--- src/rtl/hdlc_tx_arbiter.sv ---
// rtl/hdlc_tx_arbiter.sv - round-robin loader of two frame sources into the HDLC Tx buffer
// Optional per-requester frame abort: define HDLC_TX_ARB_ABORT_EN.
module hdlc_tx_arbiter #(
    parameter int MAX_FRAME = 126
) (
    input  logic       Clk,
    input  logic       Rst,
    input  logic       Req0_Valid,
    input  logic [7:0] Req0_Data,
    input  logic       Req0_Last,
    input  logic       Req0_Abort,
    output logic       Req0_Ready,
    input  logic       Req1_Valid,
    input  logic [7:0] Req1_Data,
    input  logic       Req1_Last,
    input  logic       Req1_Abort,
    output logic       Req1_Ready,
    output logic [1:0] Grant,
    output logic [7:0] Tx_DataInBuff,
    output logic       Tx_WrBuff,
    output logic       Tx_Enable,
    output logic       Tx_AbortFrame,
    input  logic       Tx_Full,
    input  logic       Tx_Done,
    output logic       Overlong
);
    localparam logic [7:0] MAX_CNT = 8'(MAX_FRAME);

    typedef enum logic [2:0] {IDLE, LOAD, DRAIN, START, WAIT_DONE} state_t;

    state_t     state, state_nxt;
    logic [1:0] grant_nxt;
    logic       ptr, ptr_nxt;
    logic [7:0] count, count_nxt;
    logic [7:0] data_nxt;
    logic       wr_nxt, en_nxt, abort_nxt, ovl_nxt;
    logic       low_seen, low_seen_nxt;
    logic       sel_valid, sel_last, sel_abort, ready, hs;
    logic [7:0] sel_data;

    assign sel_valid = (Grant[0] & Req0_Valid) | (Grant[1] & Req1_Valid);
    assign sel_data  = Grant[1] ? Req1_Data : Req0_Data;
    assign sel_last  = Grant[1] ? Req1_Last : Req0_Last;

`ifdef HDLC_TX_ARB_ABORT_EN
    assign sel_abort = (Grant[0] & Req0_Abort) | (Grant[1] & Req1_Abort);
`else
    logic abort_unused;
    assign abort_unused = Req0_Abort | Req1_Abort;
    assign sel_abort    = 1'b0;
`endif

    always_comb begin
        ready = 1'b0;
        case (state)
            LOAD:    ready = !Tx_Full && (count < MAX_CNT);
            DRAIN:   ready = 1'b1;
            default: ready = 1'b0;
        endcase
    end

    assign Req0_Ready = Grant[0] & ready;
    assign Req1_Ready = Grant[1] & ready;
    assign hs         = sel_valid & ready;

    always_comb begin
        state_nxt    = state;
        grant_nxt    = Grant;
        ptr_nxt      = ptr;
        count_nxt    = count;
        data_nxt     = Tx_DataInBuff;
        wr_nxt       = 1'b0;
        en_nxt       = 1'b0;
        abort_nxt    = 1'b0;
        ovl_nxt      = 1'b0;
        low_seen_nxt = low_seen;
        case (state)
            IDLE: begin
                if (Req0_Valid || Req1_Valid) begin
                    // ptr names the preferred requester; the other wins only if it is idle
                    grant_nxt = (ptr ? !Req1_Valid : Req0_Valid) ? 2'b01 : 2'b10;
                    count_nxt = 8'd0;
                    state_nxt = LOAD;
                end
            end
            LOAD: begin
                if (hs) begin
                    data_nxt  = sel_data;
                    wr_nxt    = 1'b1;
                    count_nxt = count + 8'd1;
                    if (sel_last) begin
                        state_nxt = START;
                    end else if (count + 8'd1 == MAX_CNT) begin
                        ovl_nxt   = 1'b1;
                        state_nxt = DRAIN;
                    end
                end
            end
            DRAIN: begin
                if (hs && sel_last) state_nxt = START;
            end
            START: begin
                en_nxt       = 1'b1;
                low_seen_nxt = 1'b0;
                state_nxt    = WAIT_DONE;
            end
            WAIT_DONE: begin
                if (!Tx_Done) begin
                    low_seen_nxt = 1'b1;
                end else if (low_seen) begin
                    grant_nxt = 2'b00;
                    ptr_nxt   = ~ptr;
                    state_nxt = IDLE;
                end
            end
            default: state_nxt = IDLE;
        endcase
        // A byte accepted in the abort cycle is still written; the frame is simply never started.
        if (state != IDLE && sel_abort) begin
            abort_nxt = 1'b1;
            en_nxt    = 1'b0;
            ovl_nxt   = 1'b0;
            grant_nxt = 2'b00;
            ptr_nxt   = ~ptr;
            state_nxt = IDLE;
        end
    end

    always_ff @(posedge Clk or negedge Rst) begin
        if (!Rst) begin
            state         <= IDLE;
            Grant         <= 2'b00;
            ptr           <= 1'b0;
            count         <= 8'd0;
            Tx_DataInBuff <= 8'd0;
            Tx_WrBuff     <= 1'b0;
            Tx_Enable     <= 1'b0;
            Tx_AbortFrame <= 1'b0;
            Overlong      <= 1'b0;
            low_seen      <= 1'b0;
        end else begin
            state         <= state_nxt;
            Grant         <= grant_nxt;
            ptr           <= ptr_nxt;
            count         <= count_nxt;
            Tx_DataInBuff <= data_nxt;
            Tx_WrBuff     <= wr_nxt;
            Tx_Enable     <= en_nxt;
            Tx_AbortFrame <= abort_nxt;
            Overlong      <= ovl_nxt;
            low_seen      <= low_seen_nxt;
        end
    end
endmodule

--- config.mk ---
export PLATFORM = sky130hd
export DESIGN_NAME = hdlc_tx_arbiter
export DESIGN_NICKNAME = d
export VERILOG_FILES = /design/src/rtl/hdlc_tx_arbiter.sv
export SDC_FILE = /design/constraint.sdc
export NUM_CORES = 1
export LEC_CHECK = 0
export ABC_AREA = 0
export CORE_MARGIN = 1
export CORE_UTILIZATION = 53
export CTS_BUF_LIST = sky130_fd_sc_hd__clkbuf_8
export DETAILED_ROUTE_END_ITERATION = 10
export GPL_TIMING_DRIVEN = 0
export PLACE_DENSITY = 0.88
export SLEW_MARGIN = 20
export SYNTH_ARGS = -nofsm -noshare
export SYNTH_HDL_FRONTEND = slang
export SYNTH_SLANG_ARGS = --single-unit
export TNS_END_PERCENT = 50
--- constraint.sdc ---
create_clock -name Clk -period 4.5 [get_ports Clk]
set_clock_uncertainty 0.15 [all_clocks]
set_input_delay 1.35 -clock Clk [delete_from_list [all_inputs] [get_ports Clk]]
set_output_delay 1.35 -clock Clk [all_outputs]
set_load 0.05 [all_outputs]
==> reports/metrics.csv, run 1 <==
stage,metric,value,unit
status,status,"complete, no violations",
critical_path,critical-path cell list,"clkdlybuf4s50_1, nor2_1, o21a_1, nand3_1, a21oi_1, and2_1, clkbuf_2",
global_route,GRT overflow,0,
timing,Achievable Freq,233,MHz
timing,Least-Margin Pin Slew,652,ps
clock_tree,clk sinks,26,
cells_and_area,share of layout cells above drive strength 1,12.1,%
power,Leakage Power,0.000812,µW
synth,register area share after synthesis,44.8,%
drt,drt drc,0,
floorplanning,I/O pins,42,
synth,Synth Flop Type,dfrtp_1,
drt,Initial DRT Pass Iterations,4,
floorplanning,Die Y,54.3,µm
timing,"Hold Violations, Final",0,
drt,Routed Antenna Nets,0,
critical_path,Setup CP Type,in -> out,
synth,"EDFF count, synth",0,
timing,RSZ-0062 raised after global routing,no,
timing,minimum clock period,4280,ps
timing,Final Max Tran Viols,0,
global_route,initial antenna violation count,0,
clock_tree,clock slew at reported path FFs,90,ps
cells_and_area,Final #Nets,228,
placed_design,port bufs,38,
drt,Vias,1330,
global_route,first-pass GRT wire length,5420,µm
drt,WL/cell,14.8,µm
power,peak supply drop,0.208,mV
floorplanning,Die W,54.3,µm
global_route,vias in the first global route,1288,
clock_tree,H-tree Lvls,1,
drt,Via-to-Cell Ratio,5.81,
critical_path,crit path capture type,output pin,
placed_design,post-DP HPWL,2510,µm
synth,ys async rst share,100,%
critical_path,Worst EP required,3000,ps
min_path,Hold Path Class,reg -> reg,
cells_and_area,Final Util,75.7,%
clock_tree,post-CTS sizing,3,
critical_path,CP peak stage delay,420,ps
critical_path,crit path buf inv count,2,
synth,Mapped Nets,185,
global_route,total track usage,25.4,%
critical_path,slowest CP cell,clkdlybuf4s50_1,
global_route,largest net degree at the start of global routing,27,
synth,Syn Inst Count,157,
floorplanning,row cnt,18,
placed_design,routability congestion estimate from global placement,0.939,
floorplanning,initial core utilization,57.5,%
clock_tree,Hold Buf Count CTS,0,
clock_tree,Root Driver,clkbuf_8,
timing,period utilisation layout,95.2,%
cells_and_area,Area Growth Syn to Fin,31.6,%
floorplanning,placeable core area,0.00252,mm²
clock_tree,Bufs on Longest Clock Path,2,
timing,max_slew headroom,56.5,%
critical_path,"Largest delay share family, worst path",buffers and inverters,
job,max_cap viols,0,
drt,Initial DRC Count,29,
timing,final setup fails,0,
critical_path,nature of the critical path startpoint,input pin,
critical_path,CP arrival,2780,ps
floorplanning,die area,0.00295,mm²
synth,synth warn,0,
cells_and_area,antenna cells,0,
clock_tree,Post-CTS Setup Bufs,0,
placed_design,Place WS,-288,ps
synth,Synth Cell Area,0.00145,mm²
synth,Yosys cell types,47,
cells_and_area,# fillers,187,
synth,#FFs+latches synth,26,
clock_tree,CTS tree,built,
timing,PnR worst setup slack,216,ps
synth,syn_area_per_cell,9.24,µm²
drt,Post-Route WL,3380,µm
clock_tree,worst-skew pair later-pin latency,280,ps
clock_tree,CTS Buf Count,3,
power,PwrDens,221,mW/mm²
critical_path,crit-path max FO,2,
==> layout by cell type (no fill, tap or decap), types with 2 or more instances in the layout <==
master	n
nor2b_1	2
a31oi_1	3
mux2_2	2
a21oi_1	3
a211oi_1	2
mux2i_1	8
buf_4	3
inv_1	5
o21ai_1	19
dfrtp_1	26
nand4_1	3
clkbuf_8	4
nand3_1	11
nand2_1	18
and2_1	4
buf_2	9
and3_1	2
clkdlybuf4s50_1	35
nor3b_1	2
ha_1	2
clkbuf_2	2
nor2_1	6
==> cell families after synthesis <==
| family | count (synthesis) | synth area share, % |
|---|---|---|
| muxes | 10 | 7.07 |
| other | 1 | 0.258 |
| AOI/OAI and AO/OA | 43 | 19.1 |
| adders and majority gates | 2 | 1.72 |
| DFF | 26 | 44.8 |
| and+or+nand+nor | 56 | 20.3 |
| xor gates and xnor gates | 1 | 0.604 |
| buffers and inverters | 18 | 6.12 |
==> flip-flops by register name, summed over array words and instances, names as in the netlist <==
register / cells
Tx_DataInBuff: 8
count: 8
state: 3
Grant: 2
Overlong: 1
Tx_Enable: 1
Tx_WrBuff: 1
low_seen: 1
ptr: 1
==> cells in the mapped netlist, types with 3 or more instances <==
cell type | n | area, µm²
dfrtp_1 | 26 | 651
nand4_1 | 3 | 18.8
nand2_1 | 18 | 67.6
o21ai_1 | 19 | 95.1
nand3_1 | 11 | 55.1
a21oi_1 | 3 | 15.0
nor2_1 | 6 | 22.5
buf_2 | 8 | 40.0
and2_1 | 4 | 25.0
mux2i_1 | 8 | 80.1
inv_1 | 5 | 18.8
a31oi_1 | 3 | 18.8
buf_4 | 3 | 22.5
==> report_power, final <==
group	switching, µW	internal (µW)	leakage, µW
Clock	76.8	78.4	0.0000288
Sequential	0	233	0.000353
Combinational	13.1	19.8	0.000430
==> final cells by class <==
class	count	area, µm²	area share, %
tap	30	37.5	1.97
inverter	6	22.5	1.18
sequential	26	651	34.1
clock buffer	4	55.1	2.88
buffer	12	66.3	3.47
timing repair buffer	38	365	19.1
multi-input combinational	113	712	37.3
==> through the flow <==
stage / setup TNS, ps / instances / power, µW / cell area [µm²] / hold slack, ps
floorplan: 0 / 157 / 245 / 1450 / 297
global placement: -459 / 225 / 270 / 1870 / 313
detailed placement: -544 / 225 / 271 / 1860 / 314
CTS: 0 / 229 / 422 / 1920 / 331
global route: 0 / 229 / 433 / 1910 / 334
finish: 0 / 229 / 422 / 1910 / 331
==> worst paths after layout <==
kind                                 startpoint                      endpoint  slack (ps)  depth (start not counted)
setup / recovery                        Tx_Full                    Req1_Ready         220                          7
hold / removal                  ptr$_DFFE_PN0P_               ptr$_DFFE_PN0P_         330                          1
setup reg to reg           count[0]$_DFFE_PN0P_          state[0]$_DFFE_PN0P_        2300                          7
hold reg to reg                 ptr$_DFFE_PN0P_               ptr$_DFFE_PN0P_         330                          1
max in group asynchronous                   Rst  Tx_DataInBuff[1]$_DFFE_PN0P_        2900                          1
min in group asynchronous                   Rst           Tx_WrBuff$_DFF_PN0_         910                          1
==> layer usage <==
metal  vias to the layer above  share of wire (%)  global-route usage [%]  routed length (µm)
met5                         -                  0                       0                   0
met3                         4                5.8                    5.56                 196
met4                         0               0.62                    11.5                  21
li1                        645                  -                       -                   -
met2                        53                 50                    43.3                1670
met1                       628                 44                    30.3                1490
Note: power is estimated with default switching activity, not from simulation.
==> run 2, diff against run 1 <==
--- a/config.mk
+++ b/config.mk
@@ -7,11 +7,10 @@
 export LEC_CHECK = 0
 export ABC_AREA = 0
 export CORE_MARGIN = 1
-export CORE_UTILIZATION = 53
-export CTS_BUF_LIST = sky130_fd_sc_hd__clkbuf_8
+export CORE_UTILIZATION = 50
 export DETAILED_ROUTE_END_ITERATION = 10
 export GPL_TIMING_DRIVEN = 0
-export PLACE_DENSITY = 0.88
+export PLACE_DENSITY = 0.84
 export SLEW_MARGIN = 20
 export SYNTH_ARGS = -nofsm -noshare
 export SYNTH_HDL_FRONTEND = slang
==> run 2 against run 1 <==
Against the previous run:
- critical path depth stayed put
- cell area decreased by 1.6%
- combinational power shrank 2%
- non-clock buffer count unchanged
- core utilization is 7.6 points lower
- clock-buffer cell count decreased by 1
- clock power fell by 38%
==> reports/metrics.csv, run 2 (synthesis gave the netlist of run 1 again) <==
stage,metric,value,unit,change
status,status,"complete, no violations",,
floorplanning,row cnt,19,,+1
placed_design,port bufs,38,,unchanged
clock_tree,CTS tree,built,,
global_route,initial antenna violation count,0,,unchanged
power,combinational share of power,8.9,%,+1.1 points
global_route,GR Util met3,5.81,%,+0.26 points
power,peak supply drop,0.177,mV,-15%
cells_and_area,Area Growth Syn to Fin,29.4,%,
clock_tree,Bufs on Longest Clock Path,2,,unchanged
timing,minimum clock period,4250,ps,-33.0 ps
clock_tree,Hold Buf Count CTS,0,,unchanged
critical_path,R2R Setup Slk,2320,ps,+20 ps
floorplanning,die area,0.00312,mm²,+5.8%
clock_tree,H-tree Lvls,1,,unchanged
min_path,hold path endpoint,ptr$_DFFE_PN0P_,,
critical_path,crit path capture type,output pin,,
critical_path,CP arrival,2750,ps,-30 ps
floorplanning,initial core utilization,52.6,%,-4.9 points
critical_path,Worst EP required,3000,ps,about the same
power,NetSw,77.1,µW,-14%
global_route,total track usage,22.5,%,-2.9 points
power,power share of the clock group,26.5,%,-10 points
global_route,grt met2 use,39.1,%,-4.2 points
drt,drt drc,0,,unchanged
min_path,Hold Path Cell Cnt,1,,unchanged
critical_path,r2r endpoint,state[0]$_DFFE_PN0P_,,
cells_and_area,antenna cells,0,,unchanged
timing,Least-Margin Pin Slew,606,ps,-46.7 ps
clock_tree,clock slew at reported path FFs,120,ps,+30 ps
job,max_cap viols,0,,unchanged
cells_and_area,most frequent cells in the layout,"clkdlybuf4s50_1, dfrtp_1, o21ai_1",,
drt,Via-to-Cell Ratio,5.75,,-1.1%
clock_tree,Root Driver,clkbuf_4,,
floorplanning,placeable core area,0.00276,mm²,+9.3%
power,Leakage Power,0.000797,µW,-1.8%
drt,Initial DRC Count,19,,-34%
cells_and_area,# fillers,223,,+19%
timing,max_slew headroom,59.6,%,+3.1 points
timing,"Hold Violations, Final",0,,unchanged
timing,setup TNS,0,ps,unchanged
drt,Post-Route WL,3210,µm,-5.1%
drt,Initial DRT Pass Iterations,4,,unchanged
global_route,busiest grt layer,met2,,
placed_design,post-DP HPWL,2480,µm,-1.3%
cells_and_area,Final #Nets,228,,unchanged
clock_tree,CTS Buf Count,3,,unchanged
cells_and_area,Regs by FF count,"Tx_DataInBuff: 8 flops, count: 8 flops, state: 3 flops",,
clock_tree,worst-skew pair later-pin latency,320,ps,+40 ps
min_path,hold wc startpoint,ptr$_DFFE_PN0P_,,
cells_and_area,Final Util,68.1,%,-7.6 points
power,PwrDens,193,mW/mm²,-13%
min_path,Hold Path Class,reg -> reg,,
timing,RSZ-0062 raised after global routing,no,,
global_route,GRT met1 Usage,27.3,%,-3.0 points
power,Power Internal,285,µW,-14%
floorplanning,Die W,55.9,µm,+2.8%
critical_path,reg2reg start,count[1]$_DFFE_PN0P_,,
cells_and_area,share of layout cells above drive strength 1,11.6,%,-0.44 points
clock_tree,clk sinks,26,,unchanged
global_route,first-pass GRT wire length,5580,µm,+2.9%
critical_path,Setup CP Type,in -> out,,
cells_and_area,"most common cell after layout, fill and taps aside",clkdlybuf4s50_1,,
timing,Final Max Tran Viols,0,,unchanged
power,switching share of power,21.3,%,about the same
timing,Achievable Freq,235,MHz,+0.78%
drt,Routed Antenna Nets,0,,unchanged
placed_design,routability congestion estimate from global placement,0.893,,-4.8%
floorplanning,Die Y,55.9,µm,+2.8%
critical_path,crit-path max FO,2,,unchanged
critical_path,slowest CP cell,clkdlybuf4s50_1,,
critical_path,critical-path cell list,"clkdlybuf4s50_1, nor2_1, o21a_1, nand3_1, a21oi_1, and2_1, clkbuf_2",,
global_route,vias in the first global route,1305,,+1.3%
floorplanning,I/O pins,42,,unchanged
global_route,largest net degree at the start of global routing,27,,unchanged
power,sequential power share,64.5,%,+9.1 points
timing,final setup fails,0,,unchanged
timing,period utilisation layout,94.5,%,-0.73 points
drt,WL/cell,14.0,µm,-5.1%
critical_path,Reg2Reg Depth,7,,unchanged
drt,Vias,1316,,-1.1%
critical_path,CP peak stage delay,420,ps,about the same
clock_tree,Post-CTS Setup Bufs,0,,unchanged
critical_path,nature of the critical path startpoint,input pin,,
global_route,GRT overflow,0,,unchanged
run 2: cell count changes in the layout (fill, tap and decap cells not counted), sizes merged:
cell    delta
clkbuf     -1
run 2: worst max-delay path by stage:
| stage | to | from | depth (start not counted) | slack, ps |
|---|---|---|---|---|
| CTS | Req1_Ready | Tx_Full | 7 | 10 |
| detailed placement | Req0_Ready | Tx_Full | 7 | -280 |
| global route | Req0_Ready | Tx_Full | 7 | 200 |
| floorplan | Req0_Ready | Tx_Full | 5 | 760 |
| finish | Req0_Ready | Tx_Full | 7 | 250 |
| global placement | Req1_Ready | Tx_Full | 7 | -260 |
run 2: power by group through the flow:
stage / Combinational, µW / Clock [µW] / Sequential [µW]
3_3_place_gp: 32.6 / 0 / 238
4_1_cts: 32.9 / 98.1 / 234
3_5_place_dp: 32.7 / 0 / 238
5_1_grt: 35.2 / 107 / 234
2_1_floorplan: 6.63 / 0 / 238
6_report: 32.3 / 96.0 / 234
run 2: worst max-delay path: cells and delay by family:
family / cells / cell delay (ps)
compound gates: 2 / 340
buf+inv: 2 / 700
simple gates: 3 / 360
run 2: routing by layer:
metal	share of wire (%)	wire (µm)	vias to the layer above
li1	-	-	644
met1	43	1380	623
met2	49	1560	42
met3	6.5	208	7
met4	1.7	54	0
met5	0	0	-
run 2: area by class of cell:
class	count	area, µm²	area share [%]
Multi-Input combinational cell	113	712	37.9
Timing Repair Buffer	38	365	19.5
Inverter	6	22.5	1.20
Buffer	12	66.3	3.53
Clock buffer	3	22.5	1.20
Sequential cell	26	651	34.6
Tap cell	31	38.8	2.07
run 2: timing repair:
item	CTS	global route
setup endpoints to repair	2	2
hold endpoints to repair	0	0
gates cloned	0	0
gates resized for setup	3	3
run 2: through the flow:
| stage | instances | total power [µW] | cell area [µm²] | worst slack [ps] | hold WS [ps] |
|---|---|---|---|---|---|
| 2_1_floorplan | 157 | 245 | 1450 | 755 | 297 |
| 3_3_place_gp | 226 | 271 | 1870 | -263 | 316 |
| 3_5_place_dp | 226 | 271 | 1870 | -280 | 314 |
| 4_1_cts | 229 | 365 | 1890 | 9.71 | 336 |
| 5_1_grt | 229 | 376 | 1880 | 195 | 362 |
| 6_report | 229 | 362 | 1880 | 249 | 334 |
